===== src/rtl/axis_cpu_dout_fifo_if.sv =====
// AXI-Stream link bundle used on both sides of axis_cpu_dout_fifo.
// The master drives data/last/valid and the slave drives ready.
interface axis_cpu_dout_fifo_if #(
  parameter int DATA_WIDTH = 32
);
  logic [DATA_WIDTH-1:0] TDATA;
  logic                  TLAST;
  logic                  TVALID;
  logic                  TREADY;

  modport master (output TDATA, output TLAST, output TVALID, input TREADY);
  modport slave  (input TDATA, input TLAST, input TVALID, output TREADY);
endinterface


===== src/rtl/axis_cpu_dout_fifo.sv =====
// axis_cpu_dout_fifo: transmit-side first-word-fall-through buffer between
// the CPU writeback stage (cpu port, slave side) and the external
// AXI-Stream master port (dout port). Holds 2**DEPTH_LOG2 flits of
// {last, data}. Pointers carry one extra MSB so that full and empty are
// distinguished without a separate flag.
// Optional build macro AXIS_CPU_DOUT_PKT_CNT_EN adds pkt_count (packets
// completed on dout) and pkt_open (a packet is partially sent).
module axis_cpu_dout_fifo #(
  parameter int DATA_WIDTH = 32,
  parameter int DEPTH_LOG2 = 2
) (
  input  logic                      clk,
  input  logic                      rst,
  axis_cpu_dout_fifo_if.slave       cpu,
  axis_cpu_dout_fifo_if.master      dout,
`ifdef AXIS_CPU_DOUT_PKT_CNT_EN
  output logic [15:0]               pkt_count,
  output logic [0:0]                pkt_open,
`endif
  output logic [DEPTH_LOG2:0]       count
);

  localparam int DEPTH = 1 << DEPTH_LOG2;

  logic [DATA_WIDTH:0]   mem_r [DEPTH];
  logic [DEPTH_LOG2:0]   wr_ptr_r;
  logic [DEPTH_LOG2:0]   rd_ptr_r;
  logic                  empty_s;
  logic                  full_s;
  logic                  push_s;
  logic                  pop_s;
  logic [DATA_WIDTH:0]   head_s;

  // Status flags and handshakes derived purely from registered pointers;
  // ready never looks at dout.TREADY, so a full buffer refuses pushes even
  // while it is being popped.
  always_comb begin
    empty_s = (wr_ptr_r == rd_ptr_r);
    full_s  = (wr_ptr_r[DEPTH_LOG2-1:0] == rd_ptr_r[DEPTH_LOG2-1:0]) &&
              (wr_ptr_r[DEPTH_LOG2] != rd_ptr_r[DEPTH_LOG2]);
    push_s  = cpu.TVALID && !full_s && !rst;
    pop_s   = !empty_s && !rst && dout.TREADY;
    head_s  = mem_r[rd_ptr_r[DEPTH_LOG2-1:0]];
  end

  assign cpu.TREADY  = !full_s && !rst;
  assign dout.TVALID = !empty_s && !rst;
  assign dout.TDATA  = head_s[DATA_WIDTH-1:0];
  assign dout.TLAST  = head_s[DATA_WIDTH];
  assign count       = wr_ptr_r - rd_ptr_r;

  // Storage write; contents are intentionally left unreset.
  always_ff @(posedge clk) begin
    if (push_s) begin
      mem_r[wr_ptr_r[DEPTH_LOG2-1:0]] <= {cpu.TLAST, cpu.TDATA};
    end
  end

  // Pointer update; reset discards every buffered flit.
  always_ff @(posedge clk) begin
    if (rst) begin
      wr_ptr_r <= '0;
      rd_ptr_r <= '0;
    end else begin
      if (push_s) begin
        wr_ptr_r <= wr_ptr_r + {{DEPTH_LOG2{1'b0}}, 1'b1};
      end
      if (pop_s) begin
        rd_ptr_r <= rd_ptr_r + {{DEPTH_LOG2{1'b0}}, 1'b1};
      end
    end
  end

`ifdef AXIS_CPU_DOUT_PKT_CNT_EN
  // Packet bookkeeping on the output side: count TLAST pops, track open packet.
  always_ff @(posedge clk) begin
    if (rst) begin
      pkt_count <= 16'd0;
      pkt_open  <= 1'b0;
    end else if (pop_s) begin
      if (head_s[DATA_WIDTH]) begin
        pkt_count <= pkt_count + 16'd1;
        pkt_open  <= 1'b0;
      end else begin
        pkt_open  <= 1'b1;
      end
    end
  end
`endif

endmodule


===== src/flat_wrapper.sv =====
// flat-port wrapper written by rule: the top's interface ports become plain ports
module axis_cpu_dout_fifo_flat 
#(
  parameter int DATA_WIDTH = 32,
  parameter int DEPTH_LOG2 = 2
)
  (clk, rst, count, cpu_TDATA, cpu_TLAST, cpu_TVALID, cpu_TREADY, dout_TDATA, dout_TLAST, dout_TVALID, dout_TREADY);
  axis_cpu_dout_fifo_if #(.DATA_WIDTH(DATA_WIDTH)) cpu_i ();
  axis_cpu_dout_fifo_if #(.DATA_WIDTH(DATA_WIDTH)) dout_i ();
  input  logic clk;
  input  logic rst;
  output logic [DEPTH_LOG2:0] count;
  input wire logic [$bits(cpu_i.TDATA)-1:0] cpu_TDATA;
  input wire logic [$bits(cpu_i.TLAST)-1:0] cpu_TLAST;
  input wire logic [$bits(cpu_i.TVALID)-1:0] cpu_TVALID;
  output wire logic [$bits(cpu_i.TREADY)-1:0] cpu_TREADY;
  output wire logic [$bits(dout_i.TDATA)-1:0] dout_TDATA;
  output wire logic [$bits(dout_i.TLAST)-1:0] dout_TLAST;
  output wire logic [$bits(dout_i.TVALID)-1:0] dout_TVALID;
  input wire logic [$bits(dout_i.TREADY)-1:0] dout_TREADY;
  assign cpu_i.TDATA = cpu_TDATA;
  assign cpu_i.TLAST = cpu_TLAST;
  assign cpu_i.TVALID = cpu_TVALID;
  assign cpu_TREADY = cpu_i.TREADY;
  assign dout_TDATA = dout_i.TDATA;
  assign dout_TLAST = dout_i.TLAST;
  assign dout_TVALID = dout_i.TVALID;
  assign dout_i.TREADY = dout_TREADY;
  axis_cpu_dout_fifo #(.DATA_WIDTH(DATA_WIDTH), .DEPTH_LOG2(DEPTH_LOG2)) u_core (.clk(clk), .rst(rst), .cpu(cpu_i), .dout(dout_i), .count(count));
endmodule

===== config.mk =====
export PLATFORM = sky130hd
export DESIGN_NAME = axis_cpu_dout_fifo_flat
export DESIGN_NICKNAME = d
export VERILOG_FILES = /design/src/rtl/axis_cpu_dout_fifo_if.sv /design/src/rtl/axis_cpu_dout_fifo.sv /design/src/flat_wrapper.sv
export SDC_FILE = /design/constraint.sdc
export NUM_CORES = 1
export LEC_CHECK = 0
export ABC_AREA = 1
export CAP_MARGIN = 5
export CORE_ASPECT_RATIO = 0.8
export CORE_MARGIN = 2
export CORE_UTILIZATION = 58
export DETAILED_ROUTE_END_ITERATION = 8
export MAX_ROUTING_LAYER = met4
export PLACE_DENSITY = 0.87
export SLEW_MARGIN = 20
export SYNTH_ARGS = -nofsm -noshare
export SYNTH_HDL_FRONTEND = slang
export SYNTH_SLANG_ARGS = --single-unit

===== constraint.sdc =====
create_clock -name clk -period 7.65 [get_ports clk]
set_clock_uncertainty 0.05 [all_clocks]
set_input_delay 1.1475 -clock clk [delete_from_list [all_inputs] [get_ports clk]]
set_output_delay 1.1475 -clock clk [all_outputs]
set_load 0.01 [all_outputs]

; ---- After elaboration in Yosys (flattened, before gate mapping)
; Memory sizes are Yosys's and may differ from the RTL's. A register that Yosys moved wholly into a read port is not among the register bits.
; Cells that the tools add are included.
[op_classes]
magnitude_cmp = 0
mux = 4
reduce_logical = 9
bitwise = 0
multipliers = 0
eq_ne = 3
shifts = 0
n_div = 0
n_addsub = 3
[ops]
columns = cell, n
row1 = "adder 3 x 1 -> 3 bit, second input constant", 2
row2 = logical AND 1 bit, 6
row3 = 2-to-1 mux 2 bit, 2
row4 = == test 3 bit, 1
row5 = zero test 1 bit, 3
row6 = subtractor 3 bit, 1
row7 = == test 2 bit, 1
row8 = 2-to-1 mux 1 bit, 2
row9 = != test 1 bit, 1
[word_totals]
input_bits = 37
reg_bits = 6
romBits = 0
n_memories = 1
ram_bits = 132
word_cells = 22
output_inout_bits = 38
latchBits = 0
[mem_list]
columns = memory, depth, word_bits, read_ports, rd_ports_with_merged_regs, write_ports, line_no
row1 = u_core.mem_r, 4, 33, 1, 1, 1, axis_cpu_dout_fifo.sv:25  ; logic [DATA_WIDTH:0] mem_r [DEPTH];

; ---- Depth between registers and ports, before layout
; Gate-level depths: netlist of the first run.
[logic_depth]
word_depth = 7
mapped_depth = 9

; ---- Least setup slack after synthesis of the first run
; No wires, ideal clock.
[synth_path]
path_kind = input -> register
startpoint = input rst
endpoint = memory u_core.mem_r[0][0] in the netlist's numbering (enable)
path_slack_ns = 4.371
path_buffers = 0
t_arrival_ns = 2.806
required_time_ns = 7.177
path_stages = 3
cell_sequence = clkinv_1 > nand3_2 > nor2_1
[synth_via]
elab_chain_cells = 4
[synth_lines]
columns = item, line_no
row1 = start: declaration, flat_wrapper.sv:11  ; input logic rst;
row2 = zero test 1 bit, axis_cpu_dout_fifo.sv:41  ; push_s = cpu.TVALID && !full_s && !rst;
row3 = logical AND 1 bit, axis_cpu_dout_fifo.sv:41
row4 = 2-to-1 mux 1 bit, axis_cpu_dout_fifo.sv:54  ; if (push_s) begin
row5 = 2-to-1 mux 1 bit (not written as such), axis_cpu_dout_fifo.sv:55  ; mem_r[wr_ptr_r[DEPTH_LOG2-1:0]] <= {cpu.TLAST, cpu.TDATA};
row6 = end: declaration, axis_cpu_dout_fifo.sv:25
; Every way passes these cells.

==> metrics.txt, run 1 <==
Core Box Area 9110 um^2; hold path startpoint u_core.wr_ptr_r[2]; drt initial violations 288; CTS clk-pin slew, worst paths 50 ps; hold path depth 2; synthesized area per cell 13.9 um^2; final setup fails 0; Final Hold Fails 0; setup TNS 0 ps; PostCTS Resize Cnt 0; hold_ws 493 ps; Max Cap Violations 0; DRC Markers 0; status finished, final reports clean; fin util 74.9%; total setup buffers inserted after CTS 0; GRT Overall Usage 22.7%; vias 3419; Slew HR 28.0%; Area contributors post-synth edfxtp_1 (73%), nor2_1 (5.1%), o21ai_0 (4.6%); syn nets 438; WS Path Type reg -> out; number of global-route vias before repair 3407; final net count 515; clock latency at the later pin of the worst-skew pair 410 ps; IO Pins 75; Max VDD drop 0.267 mV; cell family contributing the most delay on the critical path buffers and inverters; Peak Freq 242 MHz; routability cong. 0.762; class of the worst hold path reg -> reg; worst r2r path cells 7; antenna viol nets, final 0; Hold Buf Count CTS 0; initial antenna violation count 0; RSZ-0062 raised after global routing no; cell taking the most area after synthesis edfxtp_1; CTS sink count 140; initial core utilization 59.9%; Seq/Total Area, Yosys 75.5%; min Tclk post-route 4130 ps; setup ws final 3520 ps; Crit Path Max Fanout 67; Post-synth top cells edfxtp_1 (132), nor2_1 (74), o21ai_0 (50), o22ai_1 (33), o21ai_1 (18); WL per Instance 18.3 um; crit path max-delay cell type inv_2; crit start category register; Post-synth EDFFs 132; largest net degree at the start of global routing 68; Levels on crit path 5; Slew @ Worst Pin 1080 ps; register bit total from synthesis 140; Pre-antenna DRT Iters 4; GRT overflow 0; Root Buffer clkbuf_16; synth unique cells 25; Setup crit end kind output pin; Lkg Pwr 2.34 nW; CTS tree built; Synth-to-Final Area Change 24.9%; Top FF cell, synth edfxtp_1; Die X 113 um; WP data required 6450 ps; dpl ws 3930 ps; worst path cell trace buf_4 -> inv_2 -> o21ai_0 -> o22ai_1 -> clkdlybuf4s50_1; pwr dens 302 nW/um^2; Critical Path AT 2930 ps; Post-Synthesis Cells 393; worst reg2reg startpoint u_core.wr_ptr_r[0]; DP Area 6230 um^2; synthesized cell area 5460 um^2; Fillers 569; Synth async-reset ratio 0%; Slew Viols, Final 0; Chip Height 90.8 um; CTS Buf Count 17; ant diodes 0; DP HPWL 6140 um; Buf/Inv on CP 3; Synth top area share 72.6%; Synthesis Warnings 0; max incr delay on CP 860 ps; vias per cell 5.72; Final Cycle Share 53.9%; routed wire length 11000 um; H-tree depth 4; design area 6830 um^2; Cell Rows 31; full die area 10200 um^2; first-pass GRT wire length 16900 um; cell with the most instances after synthesis edfxtp_1; Max clock buf depth 2; PortBufs 74; layout cell share with drive strength beyond 1 9.73%
==> placed cells by master, fill, tap and decap left out, types with 2 or more instances in the layout <==
master and n:
o21ai_0 50, clkbuf_8 3, clkbuf_1 4, buf_4 2, ha_1 7, clkinv_2 6
nand2_2 3, clkbuf_16 17, edfxtp_1 132, inv_1 16, a21oi_1 4, nand3_2 3
o22ai_1 33, inv_2 3, nor2_4 4, dfxtp_1 7, clkdlybuf4s50_1 74, nand3_1 4
nand2_1 12, nor2_1 70, o21ai_1 18
==> flip-flops by register name, indices dropped and copies added, names as in the netlist, named ones only <==
register / cells
u_core.mem_r: 132
u_core.rd_ptr_r: 3
u_core.wr_ptr_r: 3
==> per-stage QoR <==
| step | total power, W | instances |
|---|---|---|
| finish | 0.00206 | 598 |
| global route | 0.00215 | 598 |
| CTS | 0.00207 | 596 |
| detailed placement | 0.00133 | 564 |
| global placement | 0.00131 | 564 |
| floorplan | 0.00113 | 393 |
==> layout make-up <==
type,instances,area [um^2],share of cell area [%]
tap,115,144,2.11
multi-input combinational,213,1130,16.5
sequential,140,4130,60.4
inverter,20,75.1,1.10
clock inverter,8,67.6,0.990
timing repair buffer,78,803,11.8
clock buffer,24,482,7.06
==> power breakdown <==
part / switching, W / total [W] / internal, W / leakage (nW)
Sequential: 0.0000169 / 0.000881 / 0.000864 / 1.26
Combinational: 0.000234 / 0.000436 / 0.000202 / 0.803
Clock: 0.000278 / 0.000747 / 0.000469 / 0.274
==> layer usage <==
layer  vias up  wire length (um)  track usage (%)
li1       1602                 -                -
met4         0                82             8.03
met3        10               747             6.64
met1      1641              4590             28.3
met5         -                 0                -
met2       166              5540             36.0
==> kinds of logic (layout without fill, tap and decap cells) <==
logic type,after synthesis,after routing,synth area share (%)
flops,140,140,75.5
compound gates,106,106,10.5
simple gates,98,98,7.49
buf+inv,40,130,4.40
fa+ha+maj,8,8,1.97
xor+xnor,1,1,0.160
==> worst paths after layout <==
check | endpoint | slack [ps]
setup / recovery | dout_TDATA[11] | 3520
hold / removal | u_core.wr_ptr_r[2] | 490
setup reg to reg | u_core.mem_r[0][1] | 5020
hold reg to reg | u_core.wr_ptr_r[2] | 490
==> tightest hold or removal path, delay by kind of cell, from the launching register on <==
kind | cells | cell delay (ps)
AOI/OAI and AO/OA | 1 | 70
DFF | 1 | 330
buffers and inverters | 1 | 90
No activity file was read; power rests on OpenSTA's default activity.
==> inputs of run 2 (changes only) <==
--- a/config.mk
+++ b/config.mk
@@ -9,10 +9,10 @@
 export CAP_MARGIN = 5
 export CORE_ASPECT_RATIO = 0.8
 export CORE_MARGIN = 2
-export CORE_UTILIZATION = 58
+export CORE_UTILIZATION = 49
 export DETAILED_ROUTE_END_ITERATION = 8
 export MAX_ROUTING_LAYER = met4
-export PLACE_DENSITY = 0.87
+export PLACE_DENSITY = 0.78
 export SLEW_MARGIN = 20
 export SYNTH_ARGS = -nofsm -noshare
 export SYNTH_HDL_FRONTEND = slang
==> constraint.sdc (replaced) <==
create_clock -name clk -period 3.5 [get_ports clk]
set_clock_uncertainty 0.05 [all_clocks]
set_input_delay 0.525 -clock clk [delete_from_list [all_inputs] [get_ports clk]]
set_output_delay 0.525 -clock clk [all_outputs]
set_load 0.01 [all_outputs]
==> run 2 against run 1 <==
Sequential share of layout area is 0.17 points lower. Clock power rose by 120%. Routed wire length rose by 3.4%. Setup slack worse by 3000 ps. Critical path depth fell by 1. Critical path type unchanged. Highest routed layer unchanged.
==> metrics.txt, run 2 (synthesized netlist as in run 1, its figures left out) <==
Root Buffer clkbuf_16; Crit Path Max Fanout 66 (-1.5%); RSZ-0062 raised after global routing no; Final Cycle Share 86.3%; DP HPWL 6510 um (+6.0%); CTS clk-pin slew, worst paths 60 ps (about the same); routability cong. 0.820 (+7.6%); final net count 519 (+0.78%); largest net degree at the start of global routing 67 (-1.5%); worst r2r path cells 8 (+1); WS Path Type reg -> out; Comb pwr share 21.7% (+0.6 points); GR peak layer met2; most frequent cells in the layout edfxtp_1 (132), clkdlybuf4s50_1 (74), nor2_1 (70); Peak Freq 331 MHz; routing usage on met3 5.96% (-0.68 points); Setup crit end kind output pin; initial antenna violation count 0 (unchanged); WL per Instance 18.0 um (-2.0%); H-tree depth 4 (unchanged); CTS Buf Count 17 (unchanged); Buf/Inv on CP 2 (-1); GRT Overall Usage 20.7% (-2.0 points); number of global-route vias before repair 3549 (+4.2%); most common cell after layout, fill and taps aside edfxtp_1; setup TNS 0 ps (unchanged); Reg-to-Reg End u_core.mem_r[2][13]; cell family contributing the most delay on the critical path buffers and inverters; class of the worst hold path reg -> reg; hold path startpoint u_core.wr_ptr_r[2]; Switching Fraction 26.8% (+1.2 points); Max VDD drop 0.384 mV (+44%); DRC Markers 0 (unchanged); Slew Viols, Final 0 (unchanged); Final Hold Fails 0 (unchanged); max reg flops 132 (unchanged); Chip Height 98.4 um (+8.4%); crit start category register; Internal 0.00330 W (+110%); first-pass GRT wire length 17900 um (+6.4%); FF-to-FF setup slack 1050 ps (-3970 ps); status finished, final reports clean; worst path cell trace buf_4 -> o21ai_0 -> o22ai_1 -> clkdlybuf4s50_1; met1 Use GR 26.3% (-2.0 points); Lkg Pwr 2.33 nW (-0.32%); hold path depth 2 (unchanged); max incr delay on CP 600 ps (-260 ps); layout cell share with drive strength beyond 1 10.3% (+0.54 points); CTS sink count 140 (unchanged); vias 3418 (-0.029%); final setup fails 0 (unchanged); Seq pwr share 42.4% (-0.3 points); Cell Rows 34 (+9.7%); Slew @ Worst Pin 666 ps (-411 ps); placed cells 599 (+6.2%); total setup buffers inserted after CTS 0 (unchanged); IO Pins 75 (unchanged); PostCTS Resize Cnt 0 (unchanged); pwr dens 658 nW/um^2 (+120%); Slew HR 55.6% (+28 points); worst reg2reg startpoint u_core.wr_ptr_r[0]; CTS tree built; vias per cell 5.42 (-5.3%); drt initial violations 351 (+22%); Pre-antenna DRT Iters 5 (+1); WP data required 2920 ps (-3530 ps); Die X 122 um (+8.5%); PortBufs 74 (unchanged); Max clock buf depth 2 (unchanged); routed wire length 11300 um (+3.4%); initial core utilization 50.4% (-9.6 points); fin util 63.1% (-12 points); GRT overflow 0 (unchanged); Core Box Area 10800 um^2 (+19%); clock latency at the later pin of the worst-skew pair 410 ps (about the same); antenna viol nets, final 0 (unchanged); Net Switching 0.00121 W (+130%); Max Cap Violations 0 (unchanged); met2 Use GR 32.0% (-4.0 points); ant diodes 0 (unchanged); Hold Buf Count CTS 0 (unchanged); Min-Delay Endpoint u_core.wr_ptr_r[2]; full die area 12000 um^2 (+18%); Levels on crit path 4 (-1); post-route non-filler standard cell count 631 (+5.5%); min Tclk post-route 3020 ps; Synth-to-Final Area Change 25.3%; clock share of power 36.0% (-0.2 points); crit path max-delay cell type clkdlybuf4s50_1; Critical Path AT 2450 ps (-480 ps)
## run 2: worst max-delay path by stage
stage / startpoint / endpoint / slack [ps]
finish: register / dout_TDATA[1] / 480
global route: register / dout_TDATA[1] / 300
CTS: register / dout_TDATA[1] / 410
detailed placement: rst / u_core.mem_r[2][27] / 820
global placement: rst / u_core.mem_r[2][26] / 870
floorplan: u_core.wr_ptr_r[0] / u_core.mem_r[0][0] / 580
## run 2: power groups by stage
stage | Clock (W) | Combinational, W | Sequential (W)
6_report | 0.00162 | 0.000976 | 0.00191
5_1_grt | 0.00171 | 0.00107 | 0.00191
4_1_cts | 0.00165 | 0.000987 | 0.00191
3_5_place_dp | 0 | 0.000975 | 0.00194
3_3_place_gp | 0 | 0.000955 | 0.00194
2_1_floorplan | 0 | 0.000531 | 0.00194
## run 2: metal layers
| metal | routed length [um] | vias up | part of all wire, % |
|---|---|---|---|
| met4 | 117 | 0 | 1.0 |
| met3 | 644 | 10 | 5.7 |
| li1 | - | 1608 | - |
| met1 | 5040 | 1692 | 44 |
| met5 | 0 | - | 0 |
| met2 | 5530 | 108 | 49 |
## run 2: stage by stage
stage          worst slack [ps]  cell area, um^2  hold slack, ps  power [W]
2_1_floorplan               580             5460             434    0.00247
3_3_place_gp                867             6310             446    0.00289
3_5_place_dp                817             6310             471    0.00292
4_1_cts                     412             6840             481    0.00454
5_1_grt                     296             6840             511    0.00470
6_report                    478             6840             477    0.00450
## run 2: cell type report
type / count / area [um^2]
clock inverter: 13 / 101
timing repair buffer: 82 / 801
multi-input combinational: 213 / 1130
fill: 802 / 4000
clock buffer: 19 / 433
inverter: 20 / 75.1
tap: 144 / 180
sequential: 140 / 4130
## run 2: tightest hold or removal path: stages, from the launching register on
cell	delay [ps]
dfxtp_1	330
inv_1	90
a21oi_1	60
